$ cat src/rtl/cfi_log_queue_pkg.sv
// Shared types for the CFI commit-log queue: privilege level, the log record
// and the kind-vector helper.
package riscv;
  typedef enum logic [1:0] {
    PRIV_LVL_U = 2'b00,
    PRIV_LVL_S = 2'b01,
    PRIV_LVL_M = 2'b11
  } priv_lvl_t;
endpackage

package cfi_pkg;
  localparam int unsigned CFI_KIND_W = 4;

  typedef struct packed {
    logic [63:0]      pc;
    logic [63:0]      target;
    logic             is_return;
    logic             is_call;
    logic             is_jump;
    logic             is_branch;
    logic             taken;
    riscv::priv_lvl_t priv_lvl;
  } cfi_log_t;

  localparam cfi_log_t CFI_LOG_ZERO = cfi_log_t'({$bits(cfi_log_t){1'b0}});

  // Kind vector ordered {return, call, jump, branch} to line up with kind_en_i.
  function automatic logic [CFI_KIND_W-1:0] cfi_kind(input cfi_log_t log);
    return {log.is_return, log.is_call, log.is_jump, log.is_branch};
  endfunction
endpackage

$ cat src/rtl/cfi_log_queue_compact.sv
// Combinational prefix-count compactor: assigns each qualified commit record a
// slot offset and keeps only as many as fit in the free space.
module cfi_log_compact #(
  parameter int unsigned NrPorts = 2,
  parameter int unsigned FreeW   = 4,
  parameter int unsigned OffW    = 1,
  parameter int unsigned NumW    = 2
) (
  input  logic [NrPorts-1:0]           valid_i,
  input  logic [NrPorts-1:0]           mask_i,
  input  logic [FreeW-1:0]             free_i,
  output logic [NrPorts-1:0][OffW-1:0] offset_o,
  output logic [NrPorts-1:0]           keep_o,
  output logic [NumW-1:0]              n_push_o,
  output logic [NumW-1:0]              n_drop_o
);
  int unsigned n_cand_s;
  int unsigned n_keep_s;

  // Running candidate count gives each record its slot; only the oldest `free` survive.
  always_comb begin
    n_cand_s = 32'd0;
    n_keep_s = 32'd0;
    offset_o = {(NrPorts*OffW){1'b0}};
    keep_o   = {NrPorts{1'b0}};
    for (int i = 0; i < NrPorts; i++) begin
      if (valid_i[i] && mask_i[i]) begin
        offset_o[i] = OffW'(n_cand_s);
        keep_o[i]   = (n_cand_s < 32'(free_i));
        n_cand_s    = n_cand_s + 32'd1;
      end else begin
        offset_o[i] = {OffW{1'b0}};
        keep_o[i]   = 1'b0;
      end
    end
    if (n_cand_s < 32'(free_i)) begin
      n_keep_s = n_cand_s;
    end else begin
      n_keep_s = 32'(free_i);
    end
    n_push_o = NumW'(n_keep_s);
    n_drop_o = NumW'(n_cand_s - n_keep_s);
  end
endmodule

$ cat src/rtl/cfi_log_queue.sv
// Multi-port commit-to-CFI-checker log FIFO with kind filtering, in-order
// compaction, drop counting and a sticky overflow flag.
module cfi_log_queue
  import cfi_pkg::*;
#(
  parameter int unsigned NrCommitPorts = 2,
  parameter int unsigned Depth         = 8,
  parameter int unsigned CntWidth      = 16
) (
  input  logic                                 clk_i,
  input  logic                                 rst_i,
  input  logic [NrCommitPorts-1:0]             commit_valid_i,
  input  cfi_log_t [NrCommitPorts-1:0]         commit_log_i,
  input  logic [CFI_KIND_W-1:0]                kind_en_i,
  input  logic                                 clear_i,
  output logic                                 log_valid_o,
  input  logic                                 log_ready_i,
  output cfi_log_t                             log_o,
  output logic [$clog2(Depth+1)-1:0]           count_o,
  output logic [CntWidth-1:0]                  drop_cnt_o,
  output logic                                 overflow_o
);
  localparam int unsigned PtrW = $clog2(Depth);
  localparam int unsigned CntW = $clog2(Depth+1);
  localparam int unsigned NumW = $clog2(NrCommitPorts+1);
  localparam int unsigned OffW = (NrCommitPorts > 1) ? $clog2(NrCommitPorts) : 1;

  cfi_log_t                            mem_r [Depth];
  logic [PtrW-1:0]                     wr_ptr_r;
  logic [PtrW-1:0]                     rd_ptr_r;
  logic [CntW-1:0]                     count_r;
  logic [CntWidth-1:0]                 drop_cnt_r;
  logic                                overflow_r;

  logic [NrCommitPorts-1:0]            mask_s;
  logic [CntW-1:0]                     free_s;
  logic [NrCommitPorts-1:0][OffW-1:0]  offset_s;
  logic [NrCommitPorts-1:0]            keep_s;
  logic [NumW-1:0]                     n_push_s;
  logic [NumW-1:0]                     n_drop_s;
  logic                                pop_s;
  logic [CntWidth:0]                   drop_sum_s;
  logic [CntWidth-1:0]                 drop_next_s;

  // Per-port kind qualification and free space as seen at the start of the cycle.
  always_comb begin
    for (int i = 0; i < NrCommitPorts; i++) begin
      mask_s[i] = |(cfi_kind(commit_log_i[i]) & kind_en_i);
    end
    free_s = CntW'(Depth) - count_r;
    pop_s  = (count_r != {CntW{1'b0}}) && log_ready_i;
  end

  cfi_log_compact #(
    .NrPorts (NrCommitPorts),
    .FreeW   (CntW),
    .OffW    (OffW),
    .NumW    (NumW)
  ) u_compact (
    .valid_i  (commit_valid_i),
    .mask_i   (mask_s),
    .free_i   (free_s),
    .offset_o (offset_s),
    .keep_o   (keep_s),
    .n_push_o (n_push_s),
    .n_drop_o (n_drop_s)
  );

  // Saturating drop accumulation.
  always_comb begin
    drop_sum_s = (CntWidth+1)'(drop_cnt_r) + (CntWidth+1)'(n_drop_s);
    if (drop_sum_s[CntWidth]) begin
      drop_next_s = {CntWidth{1'b1}};
    end else begin
      drop_next_s = drop_sum_s[CntWidth-1:0];
    end
  end

  // Storage writes; contents are deliberately left out of reset.
  always_ff @(posedge clk_i) begin
    for (int i = 0; i < NrCommitPorts; i++) begin
      if (!rst_i && keep_s[i]) begin
        mem_r[wr_ptr_r + PtrW'(offset_s[i])] <= commit_log_i[i];
      end
    end
  end

  // Pointers, occupancy and drop status.
  always_ff @(posedge clk_i) begin
    if (rst_i) begin
      wr_ptr_r   <= {PtrW{1'b0}};
      rd_ptr_r   <= {PtrW{1'b0}};
      count_r    <= {CntW{1'b0}};
      drop_cnt_r <= {CntWidth{1'b0}};
      overflow_r <= 1'b0;
    end else begin
      wr_ptr_r <= wr_ptr_r + PtrW'(n_push_s);
      rd_ptr_r <= rd_ptr_r + PtrW'(pop_s);
      count_r  <= count_r + CntW'(n_push_s) - CntW'(pop_s);
      if (clear_i) begin
        drop_cnt_r <= {CntWidth{1'b0}};
        overflow_r <= 1'b0;
      end else begin
        drop_cnt_r <= drop_next_s;
        overflow_r <= overflow_r | (n_drop_s != {NumW{1'b0}});
      end
    end
  end

  assign log_valid_o = (count_r != {CntW{1'b0}});
  assign log_o       = log_valid_o ? mem_r[rd_ptr_r] : CFI_LOG_ZERO;
  assign count_o     = count_r;
  assign drop_cnt_o  = drop_cnt_r;
  assign overflow_o  = overflow_r;
endmodule

$ cat config.mk
export PLATFORM = sky130hd
export DESIGN_NAME = cfi_log_queue
export DESIGN_NICKNAME = d
export VERILOG_FILES = /design/src/rtl/cfi_log_queue_pkg.sv /design/src/rtl/cfi_log_queue_compact.sv /design/src/rtl/cfi_log_queue.sv
export SDC_FILE = /design/constraint.sdc
export NUM_CORES = 2
export LEC_CHECK = 0
export CORE_ASPECT_RATIO = 0.75
export CORE_MARGIN = 3
export CORE_UTILIZATION = 59
export CTS_CLUSTER_DIAMETER = 30
export CTS_CLUSTER_SIZE = 10
export DETAILED_ROUTE_END_ITERATION = 10
export GPL_ROUTABILITY_DRIVEN = 0
export HOLD_SLACK_MARGIN = 0.06
export PLACE_DENSITY_LB_ADDON = 0.12
export REMOVE_ABC_BUFFERS = 1
export SYNTH_ARGS = -nofsm -noshare
export SYNTH_HDL_FRONTEND = slang
export SYNTH_SLANG_ARGS = --single-unit
$ cat constraint.sdc
create_clock -name clk_i -period 18.7 [get_ports clk_i]
set_input_delay 2.805 -clock clk_i [delete_from_list [all_inputs] [get_ports clk_i]]
set_output_delay 2.805 -clock clk_i [all_outputs]
set_load 0.005 [all_outputs]
### Word level (Yosys, flattened, before mapping)

Memories as Yosys holds them, arrays and structs flattened. A register that Yosys moved wholly into a read port is not among the register bits.
Cells that the tools add are included.

* latch bits: 0
* flip-flop bits (word level): 27
* output and inout bits: 157
* word-level logic and storage cells: 45
* bits in read-only memories: 0
* bits in writable memories: 1080
* memories: 1

Memory list
* mem_r: depth 8, width 135, read ports 1, clocked after memory_dff 1, write ports 2, line cfi_log_queue.sv:28 `cfi_log_t mem_r [Depth];`

* eq/ne operators: 0
* magnitude comparators: 3
* add/sub/neg operators: 9
* mux-type cells: 13
* div/mod/pow operators: 0
* bitwise operators: 3
* reductions and logical operators: 11
* $mul: 0
* shifts and indexed selects: 0

Operators with widths (number)
* $mux 135: 1
* $add 16x2->17: 1
* $mux 16: 1
* $and 4x4->4: 2
* $mux 1: 8
* $reduce_or 4->1: 2
* $add 3x1->3: 2
* $logic_and 1x1->1: 5
* $add 4x2->4: 1
* $lt 1x4->1: 1
* $lt 1x4->1 const A: 1
* $lt 2x4->1: 1
* $mux 2: 2
* $reduce_bool 4->1: 1
* $sub 4x1->4: 1
* $sub 4x4->4 const A: 1
* $add 3x2->3: 1
* $mux 3: 1
* $add 1x1->2 const B: 1
* $reduce_bool 2->1: 1
* $reduce_or 2->1: 1
* $sub 2x2->2: 1
* $logic_not 1->1: 1
* $or 1x1->1: 1

### Longest topological paths before layout

* depth after elaboration: 11
* mapped depth: 19
* mapped depth without buffers: 18

### Hierarchy

Synthesis repeated with hierarchy kept, for this count alone.

* cells, all modules: 3132
* area total of the unflattened synthesis: 55553.3 µm²

By module, submodules not included
* cfi_log_queue: sequential area each 32971.6 µm², instances 1, area an instance 55375.6 µm², cells an instance 3107
* cfi_log_compact: sequential area each 0.0 µm², instances 1, area an instance 177.7 µm², cells an instance 25

### Least setup slack after synthesis

Ideal clock, no wire load.

* kind: input port to flip-flop
* from: input commit_log_i[4] (netlist bit)
* to: memory mem_r[0][0] (netlist bit), enable pin
* slack: 4.544 ns
* library setup time: 0.827 ns
* arrival: 13.328 ns
* stages on the path: 5
* buffers on the path: 0
* cell sequence: a22o_1 o21ai_4 a211oi_1 nand2b_1 o31ai_1

RTL lines
* start: declaration: line cfi_log_queue.sv:13 `input cfi_log_t [NrCommitPorts-1:0] commit_log_i,`
* end: declaration: line cfi_log_queue.sv:28

==> out/metrics.csv <==
stage,metric,value,unit
worst_setup_path,"Slowest-stage cell, CP",and3_4,
clocking,CTS Buf Count,182,
timing,"Hold Vio Cnt, Final",0,
timing,RSZ-0062 raised after global routing,no,
timing,PnR worst setup slack,10.42,ns
place,DP Area,61900,sq um
clocking,CTS max path bufs,3,
logic_synthesis,Syn Area/Cell,18.1,sq um
grt,vias in the first global route,34679,
clocking,H-tree levels,4,
logic_synthesis,Yosys top cell area share,57.4,%
detailed_routing,Antenna Nets Post-Route,0,
timing,Final setup viols,0,
cells_and_area,Non-Filler Instances,4979,
pwr,total power,0.00873,W
timing,Final Max Tran Viols,0,
place,PortBufs,436,
worst_setup_path,critical path class,input port to register,
timing,FMAX,0.121,GHz
logic_synthesis,Synth Flop Type,edfxtp_1,
grt,largest net degree at the start of global routing,136,
grt,gr usage total,30.3,%
logic_synthesis,"area leader, netlist",edfxtp_1,
min_path,Worst Hold End,overflow_o,
timing,Relative slew margins,22.1,%
place,Placed Cells,4621,
logic_synthesis,register area share after synthesis,58.3,%
logic_synthesis,Mapped Cells,3117,
clocking,clk slew on worst S/H paths,0.05,ns
worst_setup_path,startpoint types,input port,
pwr,Psw,0.00243,W
pwr,Flop pwr share,35.1,%
job,max_cap viols,0,
detailed_routing,drt drc,0,
min_path,worst hold path class,register to register,
die,die width,363,um
grt,initial antenna violation count,34,
grt,global-route wire length before repair,223,mm
pwr,Logic pwr share,26.2,%
pwr,Internal,0.00631,W
die,Initial Utilization,60.0,%
logic_synthesis,Post-synth EDFFs,1080,
pwr,Power Density,128,nW/um^2
pwr,Pleak,23.4,nW
worst_setup_path,r2r setup slk,13.40,ns
logic_synthesis,#FFs+latches synth,1107,
die,DIE AREA,99600,sq um
die,# rows,97,
place,Place WS,9.64,ns
timing,Final min period,8.29,ns
logic_synthesis,top post-synthesis cells by area,"edfxtp_1 57%, mux2_2 16%, mux4_2 11%, mux2_4 7.2%, mux2i_1 2.4%",
grt,total grt overflow,0,
clocking,Post-CTS Setup Bufs,0,
pwr,worst vdd rail ir drop,0.158,mV
cells_and_area,FILL cells,5816,
clocking,CTS tree,done,
min_path,hold depth,1,
cells_and_area,fin area,68100,sq um
cells_and_area,final design utilization,72.4,%
die,I/O pins,437,
worst_setup_path,critical path's top delay family,buffers and inverters,
place,dpl hpwl,80.9,mm
run_status,status,completed,
worst_setup_path,reg-to-reg startpoint,count_o[0],
cells_and_area,synth-to-layout area growth,20.5,%
pwr,Sw Share,27.8,%
worst_setup_path,WP data arrival,8.80,ns
timing,Fin Clk Skew,0.0264,ns
logic_synthesis,"Cell Area, Synth",56500,sq um
cells_and_area,share of cells above drive strength 1,46.4,%
detailed_routing,vias per cell,6.38,
worst_setup_path,CP Cell Sequence,clkdlybuf4s50_1 > a22o_1 > o21ai_4 > inv_1 > ha_1 > and2_1 > ha_1 > nor3b_1 > and3_4 > buf_4 > buf_4 > mux2_2,
worst_setup_path,CP Capture Type,register,
worst_setup_path,CP Buf/Inv Count,4,
detailed_routing,initial drt markers,2934,
min_path,Hold Startpoint,overflow_o,
logic_synthesis,"Warnings, synthesis",0,
cells_and_area,"Net count, final",3867,
die,Core ar.,94200,sq um
detailed_routing,routed vias,31756,
detailed_routing,final WL,149,mm
worst_setup_path,WP data required,19.22,ns
clocking,cts-stage hold buffer count,0,
logic_synthesis,Netlist cell types,48,
worst_setup_path,Worst R2R End,mem_r[1][27],
die,Vert. Die Dim,274,um
timing,Worst Tran Pin Value,1.16,ns
worst_setup_path,"slowest stage delay, CP",0.98,ns
clocking,CTS resizes,0,
clocking,root buf cell,clkbuf_16,
worst_setup_path,Reg2Reg Depth,10,
logic_synthesis,"Async S/R FF share, synth",0,%
pwr,power share of the clock group,38.7,%
clocking,clock latency at the later pin of the worst-skew pair,0.77,ns
timing,Final period util,44.3,%
worst_setup_path,maximum fanout along the worst path,51,
detailed_routing,First-pass DRT Iterations,5,
clocking,# clock sinks,1107,
detailed_routing,Avg WL per Cell,29.9,um
registers in the layout, indices dropped and copies added, names as in the netlist:
| name | flops |
|---|---|
| wr_ptr_r | 3 |
| mem_r | 1080 |
| rd_ptr_r | 3 |
| overflow_o | 1 |
| drop_cnt_o | 16 |
| count_o | 4 |
power groups by stage:
| stage | registers (W) | clock network, W | logic (W) |
|---|---|---|---|
| final | 0.00307 | 0.00338 | 0.00229 |
| after global routing | 0.00308 | 0.00352 | 0.00244 |
| after CTS | 0.00307 | 0.00341 | 0.00231 |
| after detailed placement | 0.00312 | 0 | 0.00230 |
| after global placement | 0.00310 | 0 | 0.00226 |
| after floorplan | 0.00330 | 0 | 0.00153 |
Yosys cell counts (4+ instances only):
cell and n:
a21oi_1 16, and3_1 6, a22o_1 4, mux2_2 807
nand2_1 7, mux2_4 273, clkbuf_1 56, xnor2_1 12
nor2b_1 8, xor2_1 6, nand3_1 12, mux4_2 270
and2_1 4, ha_1 16, mux2i_1 137, dfxtp_1 27
buf_1 23, o21ai_0 7, nand2b_1 5, buf_6 40
inv_1 17, nor2_1 152, buf_2 94, edfxtp_1 1080
placed cells by master (no fill, tap or decap), types with 3 or more instances in the layout:
cell             netlist  layout
clkbuf_1              56      19
clkbuf_16              0     184
ha_1                  16      16
nand2_1                7       7
nand2b_1               5       5
clkinv_8               0       5
xnor2_1               12      12
dfxtp_4                0       3
a21oi_1               16      16
nor2_1               152     152
clkinv_2               0      37
and3_1                 6       5
nand4_1                3       3
inv_1                 17      17
edfxtp_1            1080    1080
bufinv_16              0      25
diode_2                0      22
inv_16                 0       3
nor3_1                 3       3
mux2_2               807     807
clkinv_1               0      17
buf_4                  3      39
mux4_2               270     270
xor2_1                 6       6
mux2i_1              137     137
and2_1                 4       3
clkdlybuf4s50_1        0     436
clkinvlp_4             0      21
dfxtp_1               27      24
inv_6                  0       8
o21ai_4                1       6
fa_1                   3       3
a21o_1                 3       3
nand3_1               12       5
buf_12                 0       8
a22o_1                 4       4
clkinv_4               0      16
nand3_4                0       7
mux2_4               273     273
nor2b_1                8       8
logic make-up (layout without fill, tap and decap cells):
group | count (synthesis) | count (layout) | share of synthesized area [%]
multiplexers | 1487 | 1487 | 36.5
XOR/XNOR | 18 | 18 | 0.279
other | 0 | 22 | 0
buffers and inverters | 233 | 836 | 2.31
AND/OR/NAND/NOR | 208 | 208 | 1.59
adder cells (fa/ha/maj) | 19 | 19 | 0.460
AO/OA/AOI/OAI | 45 | 45 | 0.562
flip-flops | 1107 | 1107 | 58.3
layer usage:
metal | share of wire [%] | up-vias | global-route usage, %
met5 | 0.073 | - | 0
met4 | 2.5 | 16 | 11.2
met3 | 7.0 | 235 | 5.37
met2 | 50 | 1285 | 50.1
met1 | 41 | 16648 | 40.5
li1 | - | 13572 | -
area by class of cell:
type,instances,area [sq um],area share (%)
Clock inverter,133,1540,2.26
Tap cell,1237,1550,2.27
Sequential cell,1107,33000,48.4
Inverter,17,63.8,0.0936
Multi-Input combinational cell,1777,22500,33.0
Timing Repair Buffer,483,4820,7.07
Clock buffer,203,4680,6.86
Antenna cell,22,55.1,0.0808
how the worst max path moves through the flow:
stage	slack (ns)	startpoint	to	depth (start not counted)
2_1_floorplan	-4.29	commit_log_i[4]	mem_r[6][0]	11
3_3_place_gp	9.75	commit_log_i[4]	mem_r[2][7]	12
3_5_place_dp	9.64	commit_log_i[4]	mem_r[2][7]	12
4_1_cts	10.47	commit_log_i[4]	mem_r[2][102]	12
5_1_grt	10.24	commit_log_i[4]	mem_r[2][7]	12
6_report	10.42	commit_log_i[4]	mem_r[2][7]	12
through the flow:
step	hold slack (ns)	setup TNS (ns)
after floorplan	0.473	-3407.56
after global placement	0.460	0
after detailed placement	0.463	0
after CTS	0.474	0
after global routing	0.495	0
final	0.471	0
Note: power is estimated with default switching activity, not from simulation.
